<file path="src/rtl/fxp_accum_quant_pkg.sv">
// Shared types/constants for the fixed-point accumulator/quantiser.
// Mode word bit positions and encodings.
package fxp_accum_quant_pkg;

  localparam int MODE_RND_BIT = 0;
  localparam int MODE_SAT_BIT = 1;

  typedef logic [1:0] mode_t;

  typedef enum logic {
    RND_TRUNC = 1'b0,
    RND_ROUND = 1'b1
  } rnd_e;

  typedef enum logic {
    OVF_WRAP = 1'b0,
    OVF_SAT  = 1'b1
  } ovf_e;

  localparam mode_t MODE_TRUNC_WRAP = 2'b00;
  localparam mode_t MODE_ROUND_WRAP = 2'b01;
  localparam mode_t MODE_TRUNC_SAT  = 2'b10;
  localparam mode_t MODE_ROUND_SAT  = 2'b11;

endpackage

</file>
<file path="src/rtl/fxp_accum_quant_if.sv">
// Sample/result bundle of the accumulator/quantiser.
// master: sample source + result sink; slave: the datapath.
interface fxp_accum_quant_if #(
  parameter int NB_IN  = 16,
  parameter int NB_OUT = 11,
  parameter int NB_ACC = 18
);
  import fxp_accum_quant_pkg::*;

  logic              i_clear;
  logic              i_valid;
  logic [NB_IN-1:0]  i_data;
  mode_t             i_mode;
  logic              o_valid;
  logic [NB_ACC-1:0] o_acc_fr;
  logic [NB_OUT-1:0] o_data;
  logic              o_ovf;

  modport master (
    output i_clear, i_valid, i_data, i_mode,
    input  o_valid, o_acc_fr, o_data, o_ovf
  );

  modport slave (
    input  i_clear, i_valid, i_data, i_mode,
    output o_valid, o_acc_fr, o_data, o_ovf
  );

endinterface

</file>
<file path="src/rtl/fxp_accum_quant_quantizer.sv">
// Combinational re-quantiser S(NB_IN,NBF_IN) -> S(NB_OUT,NBF_OUT).
// Ports: din, mode in; dout, ovf out. Trunc/round, wrap/saturate.
module fxp_quantizer
  import fxp_accum_quant_pkg::*;
#(
  parameter int NB_IN   = 18,
  parameter int NBF_IN  = 14,
  parameter int NB_OUT  = 11,
  parameter int NBF_OUT = 10
) (
  input  logic [NB_IN-1:0]  din,
  input  mode_t             mode,
  output logic [NB_OUT-1:0] dout,
  output logic              ovf
);

  localparam int D      = NBF_IN - NBF_OUT;
  localparam int NB_EXT = NB_IN + 1;
  localparam int NB_SH  = NB_EXT - D;

  logic signed [NB_EXT-1:0] ext;
  logic signed [NB_EXT-1:0] rnd;
  logic        [NB_EXT-1:0] half;
  logic        [NB_SH-1:0]  sh;
  logic [NB_SH-NB_OUT:0]    top;
  logic [NB_OUT-1:0]        sat;

  // Half output LSB; nothing to add when no bits are dropped.
  if (D > 0) begin : g_half
    assign half = NB_EXT'(1) << (D - 1);
  end else begin : g_nohalf
    assign half = '0;
  end

  // One guard bit so rounding the max positive value cannot wrap.
  assign ext = {din[NB_IN-1], din};
  assign rnd = mode[MODE_RND_BIT] ? ext + signed'(half) : ext;
  assign sh  = NB_SH'(rnd >>> D);

  // Dropped MSBs and output sign must all agree.
  assign top = sh[NB_SH-1:NB_OUT-1];
  assign ovf = !((&top) || !(|top));

  assign sat = sh[NB_SH-1] ? {1'b1, {(NB_OUT-1){1'b0}}}
                           : {1'b0, {(NB_OUT-1){1'b1}}};

  assign dout = (ovf && mode[MODE_SAT_BIT]) ? sat
                                            : sh[NB_OUT-1:0];

endmodule

</file>
<file path="src/rtl/fxp_accum_quant.sv">
// Windowed fixed-point accumulator with run-time re-quantisation.
// Ports: i_clock, i_rst_n (sync, active low); bus (slave) samples/results.
module fxp_accum_quant
  import fxp_accum_quant_pkg::*;
#(
  parameter int NB_IN   = 16,
  parameter int NBF_IN  = 14,
  parameter int N_ACC   = 4,
  parameter int NB_OUT  = 11,
  parameter int NBF_OUT = 10
) (
  input logic               i_clock,
  input logic               i_rst_n,
  fxp_accum_quant_if.slave  bus
);

  localparam int NB_ACC = NB_IN + $clog2(N_ACC);
  localparam int CW     = $clog2(N_ACC);

  logic [CW-1:0]            cnt;
  logic [CW-1:0]            cnt_base;
  logic [CW-1:0]            cnt_nxt;
  logic signed [NB_ACC-1:0] acc;
  logic signed [NB_ACC-1:0] acc_nxt;
  logic signed [NB_ACC-1:0] x;
  logic                     last;
  logic                     done_q;
  mode_t                    mode_q;

  logic [NB_OUT-1:0]        q_data;
  logic                     q_ovf;

  logic                     valid_r;
  logic [NB_ACC-1:0]        acc_fr_r;
  logic [NB_OUT-1:0]        data_r;
  logic                     ovf_r;

  assign x = NB_ACC'(signed'(bus.i_data));

  // A clear restarts counting; a sample in the same cycle opens
  // the new window.
  always_comb begin
    cnt_base = bus.i_clear ? '0 : cnt;
    last     = bus.i_valid && (cnt_base == CW'(N_ACC - 1));
    cnt_nxt  = cnt_base;
    acc_nxt  = acc;
    if (bus.i_valid) begin
      acc_nxt = (cnt_base == '0) ? x : acc + x;
      cnt_nxt = last ? '0 : cnt_base + 1'b1;
    end
  end

  always_ff @(posedge i_clock) begin
    if (!i_rst_n) begin
      cnt    <= '0;
      acc    <= '0;
      done_q <= 1'b0;
      mode_q <= MODE_TRUNC_WRAP;
    end else begin
      cnt    <= cnt_nxt;
      acc    <= acc_nxt;
      done_q <= last;
      if (last) mode_q <= bus.i_mode;
    end
  end

  fxp_quantizer #(
    .NB_IN   (NB_ACC),
    .NBF_IN  (NBF_IN),
    .NB_OUT  (NB_OUT),
    .NBF_OUT (NBF_OUT)
  ) u_quant (
    .din  (acc),
    .mode (mode_q),
    .dout (q_data),
    .ovf  (q_ovf)
  );

  always_ff @(posedge i_clock) begin
    if (!i_rst_n) begin
      valid_r  <= 1'b0;
      acc_fr_r <= '0;
      data_r   <= '0;
      ovf_r    <= 1'b0;
    end else begin
      valid_r <= done_q;
      if (done_q) begin
        acc_fr_r <= acc;
        data_r   <= q_data;
        ovf_r    <= q_ovf;
      end
    end
  end

  assign bus.o_valid  = valid_r;
  assign bus.o_acc_fr = acc_fr_r;
  assign bus.o_data   = data_r;
  assign bus.o_ovf    = ovf_r;

endmodule

</file>
<file path="src/flat_wrapper.sv">
// flat-port wrapper written by rule: the top's interface ports become plain ports
module fxp_accum_quant_flat import fxp_accum_quant_pkg::*;
#(
  parameter int NB_IN   = 16,
  parameter int NBF_IN  = 14,
  parameter int N_ACC   = 4,
  parameter int NB_OUT  = 11,
  parameter int NBF_OUT = 10
)
  (i_clock, i_rst_n, bus_i_clear, bus_i_valid, bus_i_data, bus_i_mode, bus_o_valid, bus_o_acc_fr, bus_o_data, bus_o_ovf);
  fxp_accum_quant_if #(.NB_IN(NB_IN), .NB_OUT(NB_OUT), .NB_ACC((NB_IN + $clog2(N_ACC)))) bus_i ();
  input logic i_clock;
  input logic i_rst_n;
  input wire logic [$bits(bus_i.i_clear)-1:0] bus_i_clear;
  input wire logic [$bits(bus_i.i_valid)-1:0] bus_i_valid;
  input wire logic [$bits(bus_i.i_data)-1:0] bus_i_data;
  input wire logic [$bits(bus_i.i_mode)-1:0] bus_i_mode;
  output wire logic [$bits(bus_i.o_valid)-1:0] bus_o_valid;
  output wire logic [$bits(bus_i.o_acc_fr)-1:0] bus_o_acc_fr;
  output wire logic [$bits(bus_i.o_data)-1:0] bus_o_data;
  output wire logic [$bits(bus_i.o_ovf)-1:0] bus_o_ovf;
  assign bus_i.i_clear = bus_i_clear;
  assign bus_i.i_valid = bus_i_valid;
  assign bus_i.i_data = bus_i_data;
  assign bus_i.i_mode = bus_i_mode;
  assign bus_o_valid = bus_i.o_valid;
  assign bus_o_acc_fr = bus_i.o_acc_fr;
  assign bus_o_data = bus_i.o_data;
  assign bus_o_ovf = bus_i.o_ovf;
  fxp_accum_quant #(.NB_IN(NB_IN), .NBF_IN(NBF_IN), .N_ACC(N_ACC), .NB_OUT(NB_OUT), .NBF_OUT(NBF_OUT)) u_core (.i_clock(i_clock), .i_rst_n(i_rst_n), .bus(bus_i));
endmodule
</file>
<file path="config.mk">
export PLATFORM = sky130hd
export DESIGN_NAME = fxp_accum_quant_flat
export DESIGN_NICKNAME = d
export VERILOG_FILES = /design/src/rtl/fxp_accum_quant_pkg.sv /design/src/rtl/fxp_accum_quant_if.sv /design/src/rtl/fxp_accum_quant_quantizer.sv /design/src/rtl/fxp_accum_quant.sv /design/src/flat_wrapper.sv
export SDC_FILE = /design/constraint.sdc
export NUM_CORES = 1
export LEC_CHECK = 0
export ABC_AREA = 1
export CAP_MARGIN = 20
export CORE_MARGIN = 2
export CORE_UTILIZATION = 50
export CTS_CLUSTER_DIAMETER = 200
export DETAILED_ROUTE_END_ITERATION = 10
export PLACE_DENSITY = 0.75
export SYNTH_ARGS = -nofsm -noshare
export SYNTH_HDL_FRONTEND = slang
export SYNTH_SLANG_ARGS = --single-unit
</file>
<file path="constraint.sdc">
create_clock -name i_clock -period 3.2 [get_ports i_clock]
set_clock_uncertainty 0.1 [all_clocks]
set_input_delay 0.48 -clock i_clock [delete_from_list [all_inputs] [get_ports i_clock]]
set_output_delay 0.48 -clock i_clock [all_outputs]
set_load 0.02 [all_outputs]
</file>
== Word level (Yosys, flattened, before mapping) ==
Cells that the tools add are included.

* Multiplexer cells: 7
* Reductions and logical operators: 8
* $add $sub $neg: 3
* Equal/unequal tests: 1

{| class="wikitable"
|+ Operators with widths
! operator !! count
|-
| 11-bit 2-to-1 mux || 2
|-
| 18-bit by 5-bit adder with 19-bit output (second input constant) || 1
|-
| 19-bit 2-to-1 mux || 1
|-
| 18-bit by 16-bit adder with 18-bit output || 1
|-
| 18-bit 2-to-1 mux || 1
|-
| 2-bit 2-to-1 mux || 3
|-
| 5-bit AND reduction || 1
|-
| 5-bit OR reduction || 1
|-
| 2-bit by 1-bit adder with 2-bit output (second input constant) || 1
|-
| 2-bit equality test (second input constant) || 1
|-
| 1-bit logical AND || 2
|-
| 1-bit zero test || 2
|-
| 2-bit zero test || 1
|-
| 1-bit logical OR || 1
|}

* Flip-flop bits (word level): 54
* Input port bits: 22
* Logic and storage cells: 27

== Depth between registers and ports, before layout ==
Gate-level depths: netlist of run 1.

* Depth in word-level cells: 8
* Mapped depth: 15

== Hierarchy ==
Synthesis of run 1 repeated with hierarchy kept, for this count alone.

* Cells, all modules: 598
* Area, all modules: 3,823.7 sq um

{| class="wikitable"
|+ Modules (own cells, without submodules)
! module !! area an instance (sq um) !! seq. area each (sq um) !! times used !! cells an instance
|-
| fxp_accum_quant || 3,180.6 || 1,081.0 || 1 || 486
|-
| fxp_quantizer || 643.1 || 0.0 || 1 || 112
|}

== Worst setup path before layout of run 1 ==
No wires, ideal clock.

* Path kind: in2reg
* Start: input port bus_i_data[0]
* End: register u_core.acc[12]
* Setup slack: 990 ps
* Library setup time: 134 ps
* Path buffers: 0
* Cell stages on the path: 12
* Data arrival time: 1,976 ps
* Cells stage by stage: ha_1 fa_1 nand3_1 nand2_1 a21oi_1 o21bai_1 nand2_1 nand2_1 nand2_1 nand2_1 o21bai_1 a21oi_1

* Longest elaborated chain between the ends: 2

{| class="wikitable"
|+ Ends and longest elaborated chain
! element !! RTL line !! source
|-
| start, declared || flat_wrapper.sv:16 || <nowiki>input wire logic [$bits(bus_i.i_data)-1:0] bus_i_data;</nowiki>
|-
| 18-bit by 16-bit adder with 18-bit output || fxp_accum_quant.sv:48 || <nowiki>acc_nxt = (cnt_base == '0) ? x : acc + x;</nowiki>
|-
| 18-bit 2-to-1 mux || fxp_accum_quant.sv:48 ||
|-
| end signal, assigned || fxp_accum_quant.sv:61 || <nowiki>acc <= acc_nxt;</nowiki>
|-
| end, declared || fxp_accum_quant.sv:23 || <nowiki>logic signed [NB_ACC-1:0] acc;</nowiki>
|}

Every way passes these cells.
A chain may end at the register's enable or synchronous reset.

== Final worst setup path of run 1 ==
* Start: input port bus_i_data[2]
* End: register u_core.acc[11]

Same word-level chain as after synthesis.

==> results of run 1 <==
-- layout make-up --
class / count / area [sq um]
clock buffer: 6 / 72.6
fill: 656 / 2560
sequential: 54 / 1080
multi-input combinational: 401 / 2120
inverter: 53 / 204
tap: 80 / 100
timing repair buffer: 60 / 581
clock inverter: 2 / 37.5
-- cell usage in the layout, fill, tap and decap left out, types with 2 or more instances in the layout --
cell type        count
xor2_1               8
nand2_2              3
nand3_1             25
o21ai_0             36
dfxtp_1             54
a221oi_1             2
o21bai_1             3
nand3_4              2
ha_1                20
nand2_1            124
clkdlybuf4s50_1     52
buf_4                8
clkinv_1             2
o211ai_1             4
nand4_1              6
nor2_1              83
nor3_1               5
inv_1               50
a21o_1               5
a21oi_1             50
xnor2_1              3
clkbuf_8             5
nand3_2              6
a21oi_2              2
nor2_4               2
or2_2                2
-- state kept, by name (all words and copies together) (netlist names) --
register             cells
u_core.bus.o_acc_fr     18
u_core.cnt               2
u_core.acc              18
u_core.bus.o_ovf         1
u_core.bus.o_valid       1
u_core.bus.o_data       11
u_core.mode_q            2
u_core.done_q            1
-- metrics by stage --
step / utilization, % / power, mW / instances / cell area (sq um) / hold slack [ns]
6_report: 62.1 / 1.49 / 656 / 4190 / 0.392
5_1_grt: 62.1 / 1.58 / 656 / 4190 / 0.433
4_1_cts: 62.1 / 1.50 / 656 / 4190 / 0.397
3_5_place_dp: 60.4 / 1.04 / 648 / 4080 / 0.382
3_3_place_gp: 60.4 / 1.04 / 648 / 4080 / 0.377
2_1_floorplan: - / 0.942 / 526 / 3490 / 0.375
-- worst max path at each step --
stage | startpoint | to | slack (ns) | cells past startpoint
2_1_floorplan | bus_i_data[0] | u_core.acc[12]$_SDFFE_PN0P_ | 0.99 | 12
3_3_place_gp | bus_i_data[0] | u_core.acc[12]$_SDFFE_PN0P_ | 0.38 | 13
3_5_place_dp | bus_i_data[2] | u_core.acc[11]$_SDFFE_PN0P_ | 0.29 | 12
4_1_cts | bus_i_data[2] | u_core.acc[11]$_SDFFE_PN0P_ | 0.62 | 12
5_1_grt | bus_i_data[2] | u_core.acc[17]$_SDFFE_PN0P_ | 0.32 | 14
6_report | bus_i_data[2] | u_core.acc[11]$_SDFFE_PN0P_ | 0.57 | 12
-- where the power goes --
part           switching (mW)  internal, mW
clock network           0.230         0.234
registers              0.0335         0.690
logic                   0.183         0.124
total                   0.447          1.05
-- metal layers --
metal / share of wire [%] / vias to the layer above / routed length, microns
met1: 46 / 1541 / 4050
met5: 0 / - / 0
met4: 2.2 / 0 / 196
li1: - / 1806 / -
met2: 47 / 88 / 4100
met3: 4.5 / 16 / 392
-- worst reg2reg max path, stage by stage, from the launching register on --
cell      delay, ns
dfxtp_1        0.48
ha_1           0.34
a21oi_1        0.15
a21boi_0       0.42
o21ai_0        0.31
nand2_1        0.17
nand2_1        0.07
nand2_1        0.07
nand3_1        0.06
nand2_1        0.06
a21oi_1        0.05
-- kinds of logic (layout without fill, tap and decap cells) --
logic type / count (synthesis) / after routing
adder cells (fa/ha/maj): 21 / 21
XOR/XNOR: 11 / 11
AO/OA/AOI/OAI: 107 / 107
AND/OR/NAND/NOR: 262 / 262
buffers and inverters: 71 / 121
flip-flops: 54 / 54
==> parameters.txt, run 1 <==
Parameter                              Value

Status
  Run status    completed

Clock network
  Clock transition at the register clock pins on the worst setup and hold paths after CTS    roughly 0.1 ns
  Number of buffers added by the clock tree synthesis step    5
  Gates resized, CTS repair    0
  Sinks on the clock net    54
  H-Tree Level Count    2
  Clock root cell    clkbuf_8
  Clk buf depth    2
  Post-cts hold buffer count    0
  Clk_lat worst skew    between 0.3 and 0.4 ns
  Clock tree from TritonCTS    done
  Setup bufs post-CTS    0

Synthesis
  Count of unique library cells instantiated by Yosys    39
  Adder-cell share of the synthesized area    7.75%
  Net count of the mapped netlist    569
  Post-synthesis sequential element count    54
  Commonest cells in the synthesized netlist    nand2_1 (124), nor2_1 (83), dfxtp_1 (54)
  Cell type with the largest total area after synthesis    dfxtp_1
  Commonest register cell after synthesis    dfxtp_1
  Post-Synth XOR/XNOR Area    ~2.8%
  Cell area after synthesis    about 0.0035 sq mm
  Mean post-synth cell area    roughly 6.6 sq um
  Cells after Synth    approximately 530
  Share of synthesized area occupied by flip-flops and latches    between 30% and 40%
  Fraction of the mapped netlist area in compound gates    17.0%
  Number of synthesized flops with an enable pin    0
  Fraction of the mapped netlist area in simple logic gates    about a third
  Cell types occupying the most area after synthesis    dfxtp_1 (31%), nand2_1 (13%), nor2_1 (8.9%)
  Synth warn    0
  Dominant combinational cell family by area after synthesis    simple AND/OR/NAND/NOR gates
  Portion of netlist area occupied by mux cells    0%
  Share of synthesized flip-flops with an asynchronous set or reset    0%
  Yosys top cell area share    31.0%
  Most frequent cell after synthesis    nand2_1

Placement
  Detailed placer's ending HPWL    6.54 mm
  Final weighted congestion in routability-driven placement    between 0.9 and 1
  Worst setup slack after placement    approximately 0.29 ns
  I/O Buffers    between 50 and 60

Detailed routing
  Detail-routed net length per standard cell    about 13 microns
  Wirelength, routed    8.73 mm
  Detailed-routing iteration count for the pre-antenna-repair pass    4
  DRT iter0 DRCs    ~200
  Detailed-route DRC error count    0
  Remaining number of nets flagged by the antenna check after routing    0
  Per-cell via count in the routed design    between 5 and 6
  Via total after detailed routing    around 3500

Global route
  Global-route wire length before repair    about 15 mm
  Met2 usage in global routing    between 40% and 50%
  Sum of overflow across all layers after global routing    0
  Maximum number of pins on one net before global-route repair    30
  Met1 Usage GRT    roughly 33%
  Number of antenna violations at the first check in global routing    0
  Overall global routing resource usage    approximately a quarter
  Via count of the first global-routing pass    approximately 3200
  Met3 Resource Use GR    about 4.5%
  Grt peak-use layer    met2

Critical path
  Family with the most delay on the worst path    compound AO/OA/AOI/OAI gates
  Critical path's slowest cell    clkdlybuf4s50_1
  Required time at the worst-slack endpoint    3.30 ns
  Maximum fanout along the worst path    5
  Startpoint of the worst register-to-register path    u_core.acc[4]$_SDFFE_PN0P_
  Worst-path cell chain    clkdlybuf4s50_1 -> ha_1 -> a21oi_1 -> nand2_1 -> a21boi_0 -> o21ai_0 -> nand2_1 -> nand2_1 -> nand2_1 -> nand3_1 -> nand2_1 -> a21oi_1
  Critical path type    primary input to register
  Largest stage delay on the critical path    0.44 ns
  Crit Reg-Reg Endpoint    u_core.acc[11]$_SDFFE_PN0P_
  Worst Path Arrival    around 2.7 ns
  Worst path bufs/invs    1
  Number of cells on the worst reg-to-reg path    10
  Critical Path End Type    register
  FF-to-FF setup slack    approximately 0.8 ns
  Critical path launch point type    primary input
  Top cell by count, worst path    nand2_1

Timing
  Final Hold Violating Endpoints    0
  Setup TNS    0 ns
  Number of max-slew violations in the final report    0
  Worst-Margin Slew    approximately 0.76 ns
  Max frequency    380 MHz
  Final min period    2.63 ns
  Unrepaired setup endpoints after global routing    false
  Crit path setup slack, layout    between 0.5 and 0.6 ns
  Post-route clock period utilization    between 80% and 90%
  Relative slew margins    ~50%
  Setup violation total in the final timing report    0

Final layout
  Proportion of layout cells with a drive suffix above 1    under 10%
  Number of antenna repair diodes    0
  Area growth from synthesis to layout    20.2%
  Final-stage net count    about 600

Floorplanning
  Core Footprint    around 0.0068 sq mm
  Die boundary width    between 80 and 90 microns
  FP Rows    30
  Number of ports placed on the die boundary    53
  Starting utilization of the core area    51.6%
  Floorplan die area    0.00766 sq mm
  Height of the die    87.5 microns

Pwr
  Max rail drop VDD    about 0.24 mV
  Power per Cell Area    about 360 mW/mm^2
  Static Leak    1.94 nW

Min path
  Endpoint of the worst hold path    u_core.bus.o_data[10]$_SDFFE_PN0P_
  Cell depth of the worst min-delay path    2
  Class of the most critical hold timing path    register to register
  Start point of the worst hold path    u_core.bus.o_data[10]$_SDFFE_PN0P_

Flow run
  Max-cap check violation count    0
Note: power is estimated with default switching activity, not from simulation.
==> run 2: changes to the inputs <==
==> constraint.sdc (replaced) <==
create_clock -name i_clock -period 2.6 [get_ports i_clock]
set_clock_uncertainty 0.1 [all_clocks]
set_input_delay 0.39 -clock i_clock [delete_from_list [all_inputs] [get_ports i_clock]]
set_output_delay 0.39 -clock i_clock [all_outputs]
set_load 0.02 [all_outputs]
==> parameters.txt, run 2 (synthesized netlist as in run 1, its figures left out) <==
Parameter                              Value

Critical path
  Family with the most delay on the worst path    adder cells
  Maximum fanout along the worst path    4 (-1)
  Critical path's slowest cell    clkdlybuf4s50_1
  Top cell by count, worst path    nand2_1
  Worst Path Arrival    2.48 ns (-0.24 ns)
  Worst path bufs/invs    1 (unchanged)
  Critical path launch point type    primary input
  Critical Path End Type    register
  Required time at the worst-slack endpoint    2.70 ns (-0.60 ns)
  Critical path type    primary input to register
  Largest stage delay on the critical path    0.42 ns (-0.02 ns)
  Worst-path cell chain    clkdlybuf4s50_1 -> ha_1 -> fa_1 -> nand3_1 -> nand2_1 -> a21oi_1 -> o21bai_1 -> nand2_1 -> nand2_1 -> nand2_1 -> nand2_1 -> o21bai_1 -> a21oi_1

Detailed routing
  Detailed-routing iteration count for the pre-antenna-repair pass    4 (unchanged)
  Remaining number of nets flagged by the antenna check after routing    0 (unchanged)
  Detailed-route DRC error count    0 (unchanged)
  Detail-routed net length per standard cell    13.5 microns (+1.2%)
  Via total after detailed routing    3536 (+2.5%)
  Per-cell via count in the routed design    5.29 (+0.62%)
  Wirelength, routed    9.00 mm (+3.1%)
  DRT iter0 DRCs    246 (+21%)

Clock network
  Gates resized, CTS repair    0 (unchanged)
  H-Tree Level Count    2 (unchanged)
  Clock tree from TritonCTS    done
  Clock root cell    clkbuf_8
  Clk_lat worst skew    0.32 ns (about the same)
  Sinks on the clock net    54 (unchanged)
  Clock transition at the register clock pins on the worst setup and hold paths after CTS    0.10 ns (about the same)
  Clk buf depth    2 (unchanged)
  Number of buffers added by the clock tree synthesis step    5 (unchanged)
  Setup bufs post-CTS    0 (unchanged)
  Post-cts hold buffer count    0 (unchanged)

Pwr
  Internal power contribution    1.24 mW (+19%)
  Total power    1.82 mW (+22%)
  Clock power frac    28.5% (-2.5 points)
  Static Leak    2.00 nW (+2.8%)
  Net Sw Frac    31.6% (+1.7 points)
  Max rail drop VDD    0.259 mV (+6.0%)
  Seq pwr share    48.8% (+0.4 points)
  Power per Cell Area    426 mW/mm^2 (+19%)
  Net Sw Power    0.574 mW (+29%)
  Comb pwr share    22.6% (+2.0 points)

Min path
  Class of the most critical hold timing path    register to register

Floorplanning
  Core Footprint    0.00676 sq mm (unchanged)
  Die boundary width    87.5 microns (unchanged)
  Height of the die    87.5 microns (unchanged)
  Starting utilization of the core area    51.6% (unchanged)
  Number of ports placed on the die boundary    53 (unchanged)
  Floorplan die area    0.00766 sq mm (unchanged)
  FP Rows    30 (unchanged)

Timing
  Crit path setup slack, layout    0.219 ns (-0.352 ns)
  Setup violation total in the final timing report    0 (unchanged)
  Post-route clock period utilization    around nine tenths
  Relative slew margins    51.5% (+1.9 points)
  Worst-Margin Slew    0.726 ns (-0.0288 ns)
  Unrepaired setup endpoints after global routing    false
  Setup TNS    0 ns (unchanged)
  Post-Route Hold Slack    0.376 ns (-0.0165 ns)
  Final min period    2.38 ns
  Final Hold Violating Endpoints    0 (unchanged)
  Max frequency    around 420 MHz
  Number of max-slew violations in the final report    0 (unchanged)

Global route
  Number of antenna violations at the first check in global routing    0 (unchanged)
  Met1 Usage GRT    33.7% (+1.1 points)
  Overall global routing resource usage    25.0% (+0.69 points)
  Sum of overflow across all layers after global routing    0 (unchanged)
  Maximum number of pins on one net before global-route repair    29 (-3.3%)
  Met3 Resource Use GR    3.60% (-0.95 points)
  Via count of the first global-routing pass    3273 (+3.2%)
  Global-route wire length before repair    15.2 mm (+2.4%)
  Grt peak-use layer    met2
  Met2 usage in global routing    42.4% (+1.9 points)

Final layout
  Top library cells by usage in the layout, fill and taps aside    nand2_1 (124), nor2_1 (83), dfxtp_1 (54), clkdlybuf4s50_1 (52)
  Number of antenna repair diodes    0 (unchanged)
  Final-stage net count    630 (+1.9%)
  Area growth from synthesis to layout    22.5%
  Most frequent standard cell in the layout excluding fill and tap cells    nand2_1
  Proportion of layout cells with a drive suffix above 1    8.33% (+2.1 points)

Placement
  Detailed placer's ending HPWL    6.77 mm (+3.6%)
  I/O Buffers    52 (unchanged)
  Final weighted congestion in routability-driven placement    0.933 (-0.71%)
  Worst setup slack after placement    -0.150 ns (-0.435 ns)

Status
  Run status    completed

Flow run
  Max-cap check violation count    0 (unchanged)
run 2: worst reg2reg max path, delay by kind of cell (launching register included):
kind,cells,cell delay [ns]
DFF,1,0.34
and+or+nand+nor,6,0.42
AOI/OAI and AO/OA,4,0.61
adders and majority gates,2,0.60
run 2: power groups by stage:
stage	Clock (mW)	Combinational (mW)	Sequential, mW
6_report	0.519	0.412	0.888
3_3_place_gp	0	0.401	0.905
3_5_place_dp	0	0.405	0.906
4_1_cts	0.531	0.407	0.887
2_1_floorplan	0	0.265	0.895
5_1_grt	0.559	0.468	0.892
run 2: stage by stage:
stage,instance area [sq um],utilization [%],instances
floorplan,3490,-,526
global placement,4170,61.8,660
detailed placement,4170,61.8,660
CTS,4270,63.2,668
global route,4270,63.2,668
finish,4270,63.2,668
run 2: final cells by class:
class                      instances  area (sq um)
fill                             636          2480
multi-input combinational        401          2120
sequential                        54          1080
timing repair buffer              72           671
inverter                          53           204
tap                               80           100
clock buffer                       6          82.6
clock inverter                     2          16.3
run 2: path summary, 6_finish.rpt:
kind	startpoint	end	slack [ns]	cells after the start
worst max-delay path	bus_i_data[0]	u_core.acc[12]$_SDFFE_PN0P_	0.22	13
worst min-delay path	u_core.acc[7]$_SDFFE_PN0P_	u_core.acc[7]$_SDFFE_PN0P_	0.38	2
worst max register to register	u_core.acc[0]$_SDFFE_PN0P_	u_core.acc[12]$_SDFFE_PN0P_	0.40	12
worst min register to register	u_core.acc[7]$_SDFFE_PN0P_	u_core.acc[7]$_SDFFE_PN0P_	0.38	2
run 2: layer usage:
metal  vias up  wire (microns)
met4         0              89
li1       1832               -
met1      1601            4210
met2        93            4300
met3        10             400
met5         -               0
==> edit: new RTL, config.mk and constraints of run 2 <==
`N_ACC` is set to 4 in 2 places; all go to 2.
--- a/src/rtl/fxp_accum_quant.sv
+++ b/src/rtl/fxp_accum_quant.sv
@@ -5,7 +5,7 @@
 #(
   parameter int NB_IN   = 16,
   parameter int NBF_IN  = 14,
-  parameter int N_ACC   = 4,
+  parameter int N_ACC   = 2,
   parameter int NB_OUT  = 11,
   parameter int NBF_OUT = 10
 ) (
--- a/src/flat_wrapper.sv
+++ b/src/flat_wrapper.sv
@@ -3,7 +3,7 @@
 #(
   parameter int NB_IN   = 16,
   parameter int NBF_IN  = 14,
-  parameter int N_ACC   = 4,
+  parameter int N_ACC   = 2,
   parameter int NB_OUT  = 11,
   parameter int NBF_OUT = 10
 )
Interface: changed (resized bus_o_acc_fr); port bits go from 53 to 52. The function was not compared with the original's and may differ.
==> edit against run 2 <==
Total power up 6.9%; worst hold slack better by 0.026 ns; cell count down 7.5%; worst setup slack better by 0.057 ns; non-clock buffer count down 13; routed wire length down 9.7%; clock power up 33%; area after synthesis down 7.5%; cell area down 7.6%; sequential cell count down 3; sequential power down 3.8%; critical path depth down 1; maximum frequency up 2.5%.
==> edit: results (changes against run 2) <==
[timing]
tightest_slew_ns = 0.482  ; -0.244 ns

[place]
port_buffers = 51  ; -1.9%

[detailed_routing]
drtIter0Drc = 262  ; +6.5%
wire_per_inst_um = 13.2  ; -2.4%

[final_layout]
seq_share_pct = 25.9  ; +0.56 points
drive_gt1_share_pct = 5.73  ; -2.6 points
clock_buffers = 5  ; -1
nFillCells = 600  ; -5.7%
multi_input_area_mm2 = 0.00191  ; -9.7%
n_all_inverters = 55  ; +3.8%

[pwr]
finalPower_w = 0.00194  ; +6.9%
seq_power_w = 0.000854  ; -3.8%
leakage_nw = 1.87  ; -6.2%
p_comb_w = 0.000400  ; -3%

[logic_synthesis]
synth_cell_type_count = 30  ; -23%
synth_area_mm2 = 0.00323  ; -7.5%
synth.area.top_cells = dfxtp_1 (32%), nand2_1 (12%), nor2_1 (9.4%)
synth_nets = 534  ; -6.2%

[grt]
grt_usage_pct = 24.0  ; -1.0 points
grt_max_degree = 49  ; +69%
grt_pass1_wl_um = 14100  ; -7.1%

[worst_setup_path]
reg2reg_from = u_core.acc[3]$_SDFFE_PN0P_
cp_max_fo = 3  ; -1
arrival_ns = 2.43  ; -0.05 ns
r2r_slack_ns = 0.46  ; +0.06 ns

[run_status]
status = finished clean

## edit: cell types whose count changed after synthesis, sizes merged, moves of 2 or more
cell / change
a21o: -2
nand3: +6
clkbuf: +2
nand2: -20
dfxtp: -3
inv: +3
ha: -2
a21oi: -8
## edit: cells by family after synthesis
group,after synthesis,share of synthesized area (%)
simple gates,244,32.7
xor+xnor,12,3.26
compound gates,93,15.7
buf+inv,74,9.11
flops,51,31.6
fa+ha+maj,19,7.60
## edit: per-stage QoR
stage	util [%]	hold WS [ns]	setup WS, ns	setup TNS [ns]
after CTS	62.5	0.404	0.270	0
after detailed placement	60.3	0.384	-0.0543	-0.0663
final	62.5	0.402	0.276	0
after floorplan	-	0.375	0.560	0
after global routing	62.5	0.433	0.0579	0
after global placement	60.3	0.378	-0.00242	-0.00242
## edit: routing by layer
metal	wire, µm	up-vias	share of wire [%]	global-route usage [%]
li1	-	1688	-	-
met2	3600	110	44	39.1
met1	3730	1466	46	31.8
met4	258	0	3.2	8.51
met3	541	26	6.7	4.72
met5	0	-	0	0
